[config.mk]
export PLATFORM = sky130hd
export DESIGN_NAME = bayer_tpg
export DESIGN_NICKNAME = d
export VERILOG_FILES = /design/src/rtl/bayer_tpg.sv
export SDC_FILE = /design/constraint.sdc
export NUM_CORES = 1
export LEC_CHECK = 0
export BUFFER_PORTS_ARGS = -buffer_cell sky130_fd_sc_hd__buf_2
export CAP_MARGIN = 5
export CORE_MARGIN = 1
export CORE_UTILIZATION = 48
export DETAILED_ROUTE_END_ITERATION = 10
export PLACE_DENSITY = 0.74
export SLEW_MARGIN = 20
export SYNTH_ARGS = -nofsm -noshare
export SYNTH_HDL_FRONTEND = slang
export SYNTH_SLANG_ARGS = --single-unit
[constraint.sdc]
create_clock -name clk -period 6.4 [get_ports clk]
set_input_delay 0.64 -clock clk [delete_from_list [all_inputs] [get_ports clk]]
set_output_delay 0.64 -clock clk [all_outputs]
set_load 0.02 [all_outputs]
[src/rtl/bayer_tpg.sv]
// bayer_tpg: Bayer-mosaic test pattern generator producing raw sensor-style
// video for bring-up and regression, upstream of the debayer stage.
//
// Parameters:
//   PIXSIZE  pixel width in bits
//   ROW_W    row count width minus 1
//   COL_W    column count width minus 1
// Ports:
//   clk, rst         single clock, synchronous active-high reset
//   c_en             run enable (level); config latched only at frame boundaries
//   c_rows, c_cols   active geometry (LSB forced to 0, zero becomes 2)
//   c_hblank         blanking cycles between lines (0 treated as 1)
//   c_vblank         blanking cycles before each frame (0 treated as 1)
//   c_pattern        00 ramp, 01 flat colour, 10 moving diagonal, 11 checkerboard
//   c_bayer_mode     CFA phase for the flat-colour pattern
//   frame_valid_o    first pixel to last pixel of a frame, including inner HBLANK
//   line_valid_o     high on active pixels
//   pixel_data_o     pixel value, 0 outside active pixels
//   frame_start_o    one-cycle pulse on the first pixel of a frame
//   frame_cnt_o      completed-frame counter (wraps)
//
// State table:
//   state    | meaning
//   S_IDLE   | stopped, outputs low, waiting for c_en
//   S_VBLANK | vertical blanking before a frame
//   S_LINE   | emitting active pixels of one row
//   S_HBLANK | horizontal blanking between rows of a frame

module bayer_tpg #(
  parameter int PIXSIZE = 16,
  parameter int ROW_W   = 13,
  parameter int COL_W   = 14
) (
  input  logic               clk,
  input  logic               rst,
  input  logic               c_en,
  input  logic [ROW_W:0]     c_rows,
  input  logic [COL_W:0]     c_cols,
  input  logic [15:0]        c_hblank,
  input  logic [15:0]        c_vblank,
  input  logic [1:0]         c_pattern,
  input  logic [1:0]         c_bayer_mode,
  output logic               frame_valid_o,
  output logic               line_valid_o,
  output logic [PIXSIZE-1:0] pixel_data_o,
  output logic               frame_start_o,
  output logic [15:0]        frame_cnt_o
);

  typedef enum logic [1:0] {S_IDLE, S_VBLANK, S_LINE, S_HBLANK} state_t;

  localparam logic [ROW_W:0]     ROW_ONE  = 1;
  localparam logic [ROW_W:0]     ROW_TWO  = 2;
  localparam logic [ROW_W:0]     ROW_MASK = ~ROW_ONE;
  localparam logic [COL_W:0]     COL_ONE  = 1;
  localparam logic [COL_W:0]     COL_TWO  = 2;
  localparam logic [COL_W:0]     COL_MASK = ~COL_ONE;
  localparam logic [PIXSIZE-1:0] PIX_ONES = '1;
  localparam logic [PIXSIZE-1:0] PIX_ZERO = '0;
  localparam logic [PIXSIZE-1:0] PIX_HALF = {1'b1, {(PIXSIZE-1){1'b0}}};

  state_t             state_q, state_d;
  logic [ROW_W:0]     rows_q, rows_d, row_q, row_d;
  logic [COL_W:0]     cols_q, cols_d, col_q, col_d;
  logic [15:0]        hblank_ld_q, hblank_ld_d;
  logic [15:0]        blank_q, blank_d;
  logic [15:0]        frame_cnt_q, frame_cnt_d;
  logic [1:0]         pattern_q, pattern_d;
  logic [1:0]         mode_q, mode_d;

  logic               frame_valid_q, frame_valid_d;
  logic               line_valid_q, line_valid_d;
  logic [PIXSIZE-1:0] pixel_q, pixel_d;
  logic               frame_start_q, frame_start_d;
  logic [15:0]        frame_cnt_out_q, frame_cnt_out_d;

  logic               latch_cfg;
  logic [ROW_W:0]     rows_even;
  logic [COL_W:0]     cols_even;
  logic [15:0]        vblank_ld;
  logic               last_col, last_row;
  logic [PIXSIZE-1:0] pix_pat;
  logic [1:0]         site, r_site, b_site;
  logic [31:0]        diag_sum;

  // Blank counters are loaded with max(n,1)-1 so the state lasts max(n,1) cycles.
  always_comb begin
    rows_even = c_rows & ROW_MASK;
    cols_even = c_cols & COL_MASK;
    vblank_ld = (c_vblank == 16'd0) ? 16'd0 : c_vblank - 16'd1;
    last_col  = (col_q == cols_q - COL_ONE);
    last_row  = (row_q == rows_q - ROW_ONE);
  end

  // Pattern value from the live row/col counters.
  always_comb begin
    site     = {row_q[0], col_q[0]};
    r_site   = 2'b11;
    b_site   = 2'b00;
    diag_sum = 32'(row_q) + 32'(col_q) + 32'(frame_cnt_q);
    pix_pat  = PIX_ZERO;
    case (mode_q)
      2'b00: begin b_site = 2'b00; r_site = 2'b11; end
      2'b01: begin b_site = 2'b01; r_site = 2'b10; end
      2'b10: begin r_site = 2'b00; b_site = 2'b11; end
      default: begin r_site = 2'b01; b_site = 2'b10; end
    endcase
    case (pattern_q)
      2'b00: pix_pat = PIXSIZE'(col_q);
      2'b01: begin
        if (site == r_site)      pix_pat = PIX_ONES;
        else if (site == b_site) pix_pat = PIX_ZERO;
        else                     pix_pat = PIX_HALF;
      end
      2'b10: pix_pat = PIXSIZE'(diag_sum);
      default: pix_pat = (row_q[3] ^ col_q[3]) ? PIX_ONES : PIX_ZERO;
    endcase
  end

  always_comb begin
    state_d     = state_q;
    rows_d      = rows_q;
    cols_d      = cols_q;
    row_d       = row_q;
    col_d       = col_q;
    hblank_ld_d = hblank_ld_q;
    blank_d     = blank_q;
    frame_cnt_d = frame_cnt_q;
    pattern_d   = pattern_q;
    mode_d      = mode_q;
    latch_cfg   = 1'b0;

    case (state_q)
      S_IDLE: begin
        if (c_en) begin
          latch_cfg = 1'b1;
          blank_d   = vblank_ld;
          state_d   = S_VBLANK;
        end
      end
      S_VBLANK: begin
        if (blank_q == 16'd0) begin
          row_d   = '0;
          col_d   = '0;
          state_d = S_LINE;
        end else begin
          blank_d = blank_q - 16'd1;
        end
      end
      S_LINE: begin
        if (!last_col) begin
          col_d = col_q + COL_ONE;
        end else if (!last_row) begin
          blank_d = hblank_ld_q;
          state_d = S_HBLANK;
        end else begin
          frame_cnt_d = frame_cnt_q + 16'd1;
          if (c_en) begin
            latch_cfg = 1'b1;
            blank_d   = vblank_ld;
            state_d   = S_VBLANK;
          end else begin
            state_d = S_IDLE;
          end
        end
      end
      default: begin
        if (blank_q == 16'd0) begin
          row_d   = row_q + ROW_ONE;
          col_d   = '0;
          state_d = S_LINE;
        end else begin
          blank_d = blank_q - 16'd1;
        end
      end
    endcase

    // Zero geometry would break the 2x2 CFA tiling, so it falls back to 2.
    if (latch_cfg) begin
      rows_d      = (rows_even == '0) ? ROW_TWO : rows_even;
      cols_d      = (cols_even == '0) ? COL_TWO : cols_even;
      hblank_ld_d = (c_hblank == 16'd0) ? 16'd0 : c_hblank - 16'd1;
      pattern_d   = c_pattern;
      mode_d      = c_bayer_mode;
    end
  end

  // Outputs register the current state, so they trail the FSM by one cycle.
  always_comb begin
    frame_valid_d   = (state_q == S_LINE) || (state_q == S_HBLANK);
    line_valid_d    = (state_q == S_LINE);
    pixel_d         = (state_q == S_LINE) ? pix_pat : PIX_ZERO;
    frame_start_d   = (state_q == S_LINE) && (row_q == '0) && (col_q == '0);
    frame_cnt_out_d = frame_cnt_q;
  end

  always_ff @(posedge clk) begin
    if (rst) begin
      state_q         <= S_IDLE;
      rows_q          <= '0;
      cols_q          <= '0;
      row_q           <= '0;
      col_q           <= '0;
      hblank_ld_q     <= '0;
      blank_q         <= '0;
      frame_cnt_q     <= '0;
      pattern_q       <= '0;
      mode_q          <= '0;
      frame_valid_q   <= 1'b0;
      line_valid_q    <= 1'b0;
      pixel_q         <= '0;
      frame_start_q   <= 1'b0;
      frame_cnt_out_q <= '0;
    end else begin
      state_q         <= state_d;
      rows_q          <= rows_d;
      cols_q          <= cols_d;
      row_q           <= row_d;
      col_q           <= col_d;
      hblank_ld_q     <= hblank_ld_d;
      blank_q         <= blank_d;
      frame_cnt_q     <= frame_cnt_d;
      pattern_q       <= pattern_d;
      mode_q          <= mode_d;
      frame_valid_q   <= frame_valid_d;
      line_valid_q    <= line_valid_d;
      pixel_q         <= pixel_d;
      frame_start_q   <= frame_start_d;
      frame_cnt_out_q <= frame_cnt_out_d;
    end
  end

  assign frame_valid_o = frame_valid_q;
  assign line_valid_o  = line_valid_q;
  assign pixel_data_o  = pixel_q;
  assign frame_start_o = frame_start_q;
  assign frame_cnt_o   = frame_cnt_out_q;

endmodule
Word-level counts from Yosys, hierarchy flattened. Index checks and enable logic that the tools add are counted.

Word-level logic and storage cells: 97. Memories kept: 0. Input bits: 68. Register bits: 147. Latch bits: 0. Memory bits (writable): 0. Bits in read-only memories: 0. Output and inout bits: 35.

Bitwise logic cells: 4. Divide/modulo/power cells: 0. $add $sub $neg: 10. Shift-type cells: 0. Multiplexer cells: 31. Order comparisons: 0. Multiply operators: 0. Eq/ne operators: 15. Reduce and logical (&&, ||, !) cells: 22.

Operator list (count): two-way mux 16 bit (9); zero test 16 bit (3); one-hot mux 16 bit (3 select lines) (1); subtractor 16 x 1 -> 16 bit, second input constant (3); two-way mux 15 bit (3); two-way mux 14 bit (3); one-hot mux 16 bit (2 select lines) (1); zero test 15 bit (2); one-hot mux 15 bit (2 select lines) (1); zero test 14 bit (2); one-hot mux 14 bit (2 select lines) (1); adder 14 x 15 -> 16 bit (1); adder 16 x 1 -> 16 bit, second input constant (1); adder 16 bit (1); adder 15 x 1 -> 15 bit, second input constant (1); equality test 15 bit (1); subtractor 15 x 1 -> 15 bit, second input constant (1); adder 14 x 1 -> 14 bit, second input constant (1); equality test 14 bit (1); subtractor 14 x 1 -> 14 bit, second input constant (1); one-hot mux 2 bit (3 select lines) (2); AND reduction 3 bit (3); equality test 2 bit, second input constant (4); two-way mux 2 bit (4); other kinds (17) (31).

Longest topological paths before layout.
Depth in word-level cells: 6. Gate-level depth with buffers: 14. Depth with buffers taken out: 12.

Worst setup path after synthesis. No wires, ideal clock.

Kind: register to register. Start: register rows_q[6]. End: register hblank_ld_q[9]. Path slack: 3.060 ns. Required time: 6.270 ns. Setup time: 0.130 ns. Buffers on the path: 3. Cell stages (with the launch flop): 13. Arrival: 3.210 ns. Clock period less this slack: 3.340 ns. Cell sequence: dfxtp_1 buf_6 or3_1 or4_1 o211a_2 or4_4 a2111oi_4 nand4_1 a21o_1 buf_2 buf_2 nand3b_1 o31ai_1.

Word-level cells in the longest chain between the ends: 5.

Ends and longest elaborated chain: start, declared (RTL line 63) `logic [ROW_W:0] rows_q, rows_d, row_q, row_d;`; start signal, assigned (RTL line 216) `rows_q <= rows_d;`; subtractor 14 x 1 -> 14 bit (RTL line 92) `last_row = (row_q == rows_q - ROW_ONE);`; equality test 14 bit (RTL line 92); two-way mux 1 bit (RTL line 153) `end else if (!last_row) begin`; two-way mux 1 bit (RTL line 151) `if (!last_col) begin`; one-hot mux 1 bit (2 select lines) (RTL line 133) `case (state_q)`; end signal, assigned (RTL line 220) `hblank_ld_q <= hblank_ld_d;`; end, declared (RTL line 65) `logic [15:0] hblank_ld_q, hblank_ld_d;`.

Every way passes these cells. A chain may end at the register's enable or synchronous reset.

Worst setup path in the final report.
Start: register rows_q[1]. End: register hblank_ld_q[14].

Same word-level chain as after synthesis.

==> flow_metrics.py <==
metrics = {
    "status": {
        "violations_in_the_final_reports": "DRC",
        "run_status": "complete, but fails checks",
    },
    "clock_network": {
        "tritoncts": "yes",
        "cts-buffers-inserted": 17,
        "clkSlewWorstSetupHoldPaths_ns": 0.07,
        "root_buffer": "sky130_fd_sc_hd__clkbuf_16",
        "clock_sink_count": 145,
        "clockBufferDepth": 2,
        "htree_levels": 4,
        "cts_hold_buf": 0,
        "postCtsSetupRepairBufs": 0,
        "clk-insertion-delay-late_ns": 0.44,
        "cts-resized-gates": 0,
    },
    "critical_path": {
        "critical_path.top_delay_family": "simple AND/OR/NAND/NOR gates",
        "ff2ff_path_depth": 11,
        "required_ns": 6.74,
        "rr_endpoint": "hblank_ld_q[14]",
        "timing.setup.critical_path_class": "reg2reg",
        "cp-start-kind": "flip-flop",
        "worst-path-buf-inv": 1,
        "endpoint_kind": "flip-flop",
        "timing.critical_path.cells": "inv_1 -> ha_1 -> nor4b_1 -> and3_1 -> nor2_1 -> or4_4 -> a2111oi_4 -> nand4_1 -> a21oi_4 -> nor2_1 -> a311oi_1",
        "regToRegStartpoint": "rows_q[1]",
        "worst_path_most_repeated_cell": "sky130_fd_sc_hd__nor2_1",
        "timing.critical_path.fanout_max": 37,
        "worst-r2r-setup-slack_ns": 1.99,
        "cp_slowest_cell": "sky130_fd_sc_hd__a21oi_4",
        "largest_stage_delay_worst_path_ns": 0.89,
        "crit_arrival_ns": 4.75,
    },
    "drt": {
        "vias": 8273,
        "drtPass1Iterations": 10,
        "drtAntennaViolNets": 0,
        "drt_first_iter_violations": 569,
        "totalWireLength_um": 22900,
        "detail_route.vias_per_cell": 5.85,
        "drc": 6,
        "post_drt_wl_per_cell_um": 16.2,
    },
    "timing": {
        "timing.final.hold_violations": 0,
        "timing.final.max_slew_violations": 0,
        "grt_setup_unrepaired": "no",
        "setup_ws_ns": 1.99,
        "max_freq_ghz": 0.227,
        "setup_viol_count_final": 0,
        "finalClockSkew_ns": 0.00931,
        "finalCritPeriodShare_pct": 68.8,
        "worstMarginPinSlew_ns": 1.03,
        "slew_headroom_pct": 31.0,
        "fin_crit_ns": 4.41,
        "post_route_setup_tns_ns": 0,
    },
    "hold_path": {
        "min_to": "hblank_ld_q[0]",
        "hold_path.class": "in2reg",
        "hold_path.startpoint": "c_hblank[0]",
        "worst_hold_path.num_cells": 2,
    },
    "layout": {
        "drive_gt1_share_pct": 13.9,
        "commonest_non_fill_non_tap_cells_in_the_layout": "sky130_fd_sc_hd__dfxtp_1, sky130_fd_sc_hd__nand2_1, sky130_fd_sc_hd__nor2_1, sky130_fd_sc_hd__buf_2, sky130_fd_sc_hd__a21oi_1",
        "layout.cells.most_common": "sky130_fd_sc_hd__dfxtp_1",
        "nets": 1287,
        "post_layout_nonfiller_instances": 1415,
        "area_growth_syn_to_layout_pct": 12.6,
        "antenna_cells": 0,
    },
    "power_and_ir_drop": {
        "switching_share_pct": 36.8,
        "static-leakage-power_nw": 4.09,
        "pwr-share-seq_pct": 37.7,
        "internal-power_w": 0.00187,
        "net-switching-power_w": 0.00109,
        "clockPowerShare_pct": 32.2,
        "cellPowerDensity_nw_per_um2": 292,
        "share_comb_of_total_power_pct": 30.1,
        "power.ir.vdd_worst_mv": 0.237,
    },
    "floorplanning": {
        "rows": 49,
        "initial_utilization_pct": 49.6,
        "die_h_um": 139,
        "core_region_area_um2": 18100,
        "chipWidth_um": 139,
        "boundaryPins": 103,
        "dieArea_um2": 19300,
    },
    "synth": {
        "netlist-cell-type-count": 77,
        "synthesis.area_um2": 9000,
        "cell_types_with_the_largest_area_share_after_synthesis": "sky130_fd_sc_hd__dfxtp_1, sky130_fd_sc_hd__nand2_1, sky130_fd_sc_hd__xor2_1",
        "yosys_most_used_dff": "sky130_fd_sc_hd__dfxtp_1",
        "synth-seq-area-share_pct": 32.2,
        "number_of_enable_type_register_cells_in_the_synthesized_netlist": 0,
        "postSynthCellCount": 1112,
        "synth_async_sr_flop_share_pct": 0,
        "synth_area_leader_cell": "sky130_fd_sc_hd__dfxtp_1",
        "yosysWarnings": 0,
        "postSynthNetCount": 1226,
        "ys_seq_elements": 145,
        "synthDominantCellAreaShare_pct": 32.2,
        "syn-mean-instance-area_um2": 8.10,
    },
    "placement": {
        "place_inst": 1383,
        "placement_stage_worst_setup_slack_ns": 2.02,
        "i_o_buffers": 100,
        "hpwl_um": 16800,
        "place.gp.congestion": 0.938,
    },
    "flow_run": {
        "max_cap_violations": 0,
    },
    "grt": {
        "global_route_usage_sum_pct": 24.3,
        "pin_count_of_the_biggest_net_entering_global_routing": 68,
        "wire_length_of_the_first_global_routing_pass_um": 37800,
        "first_global_vias": 7706,
        "grt_overflow_total": 0,
        "grt_antenna_before_repair": 0,
    },
}
[cell type report]
type,instances,area (um^2)
clock buffers,17,425
clock inverters,15,141
fillers,1683,8010
inverters,45,169
multi-input cells,857,5660
flip-flops and latches,145,2900
well taps,229,287
repair buffers,107,553
[worst max-delay path by stage]
stage | start | to | slack [ns] | cells after the start
floorplan | rows_q[6] | hblank_ld_q[9] | 3.06 | 12
global placement | rows_q[1] | hblank_ld_q[14] | 2.09 | 11
detailed placement | rows_q[1] | hblank_ld_q[14] | 2.02 | 11
CTS | rows_q[1] | hblank_ld_q[14] | 1.99 | 11
global route | rows_q[1] | hblank_ld_q[14] | 1.56 | 11
finish | rows_q[1] | hblank_ld_q[14] | 1.99 | 11
[state kept, by name, indices dropped and copies added (netlist names), 13 cells and up]
name / count
blank_q: 16
frame_cnt_o: 16
frame_cnt_out_d: 16
hblank_ld_q: 16
pixel_data_o: 16
col_q: 15
cols_q: 14
row_q: 14
rows_q: 13
[layer usage]
metal  track usage (%)  routed length [um]  up-vias
met4              9.53                 500        0
met3              4.66                1290       41
met1              30.1               10000     3888
met5                 0                   0        -
met2              41.6               11100      245
li1                  -                   -     4099
[Yosys cell counts, types with 20 or more instances]
cell type and number:
sky130_fd_sc_hd__a21oi_1 80, sky130_fd_sc_hd__dfxtp_1 145, sky130_fd_sc_hd__nor2b_1 20, sky130_fd_sc_hd__xor2_1 50, sky130_fd_sc_hd__nand2_1 121, sky130_fd_sc_hd__nand3_1 35, sky130_fd_sc_hd__inv_1 44, sky130_fd_sc_hd__clkbuf_1 50
sky130_fd_sc_hd__nor3_1 27, sky130_fd_sc_hd__xnor2_1 45, sky130_fd_sc_hd__o21ai_0 33, sky130_fd_sc_hd__nand4_1 20, sky130_fd_sc_hd__nor4_1 22, sky130_fd_sc_hd__nand3b_1 20, sky130_fd_sc_hd__ha_1 31, sky130_fd_sc_hd__nor2_1 114
[metrics by stage]
| step | instance area [um^2] | hold slack [ns] | utilization [%] | power (W) |
|---|---|---|---|---|
| 2_1_floorplan | 9000 | 0.445 | - | 0.00180 |
| 3_3_place_gp | 9570 | 0.457 | 52.8 | 0.00199 |
| 3_5_place_dp | 9570 | 0.464 | 52.8 | 0.00201 |
| 4_1_cts | 10100 | 0.429 | 55.9 | 0.00296 |
| 5_1_grt | 10100 | 0.446 | 55.9 | 0.00314 |
| 6_report | 10100 | 0.437 | 55.9 | 0.00296 |
[power groups by stage]
stage | logic, W | clock network, W | registers, W
2_1_floorplan | 0.000721 | 0 | 0.00108
3_3_place_gp | 0.000859 | 0 | 0.00113
3_5_place_dp | 0.000874 | 0 | 0.00114
4_1_cts | 0.000881 | 0.000966 | 0.00112
5_1_grt | 0.00100 | 0.00101 | 0.00113
6_report | 0.000891 | 0.000954 | 0.00112
[cells by family (layout without fill, tap and decap cells)]
| kind of cell | after synthesis | in the layout | share of synthesized area [%] |
|---|---|---|---|
| AOI/OAI and AO/OA | 234 | 234 | 17.3 |
| DFF | 145 | 145 | 32.2 |
| xor gates and xnor gates | 95 | 95 | 9.24 |
| buffers and inverters | 110 | 184 | 4.93 |
| adders and majority gates | 46 | 46 | 7.64 |
| and+or+nand+nor | 457 | 457 | 25.6 |
| muxes | 25 | 25 | 3.06 |
(Power assumes the default switching activity.)
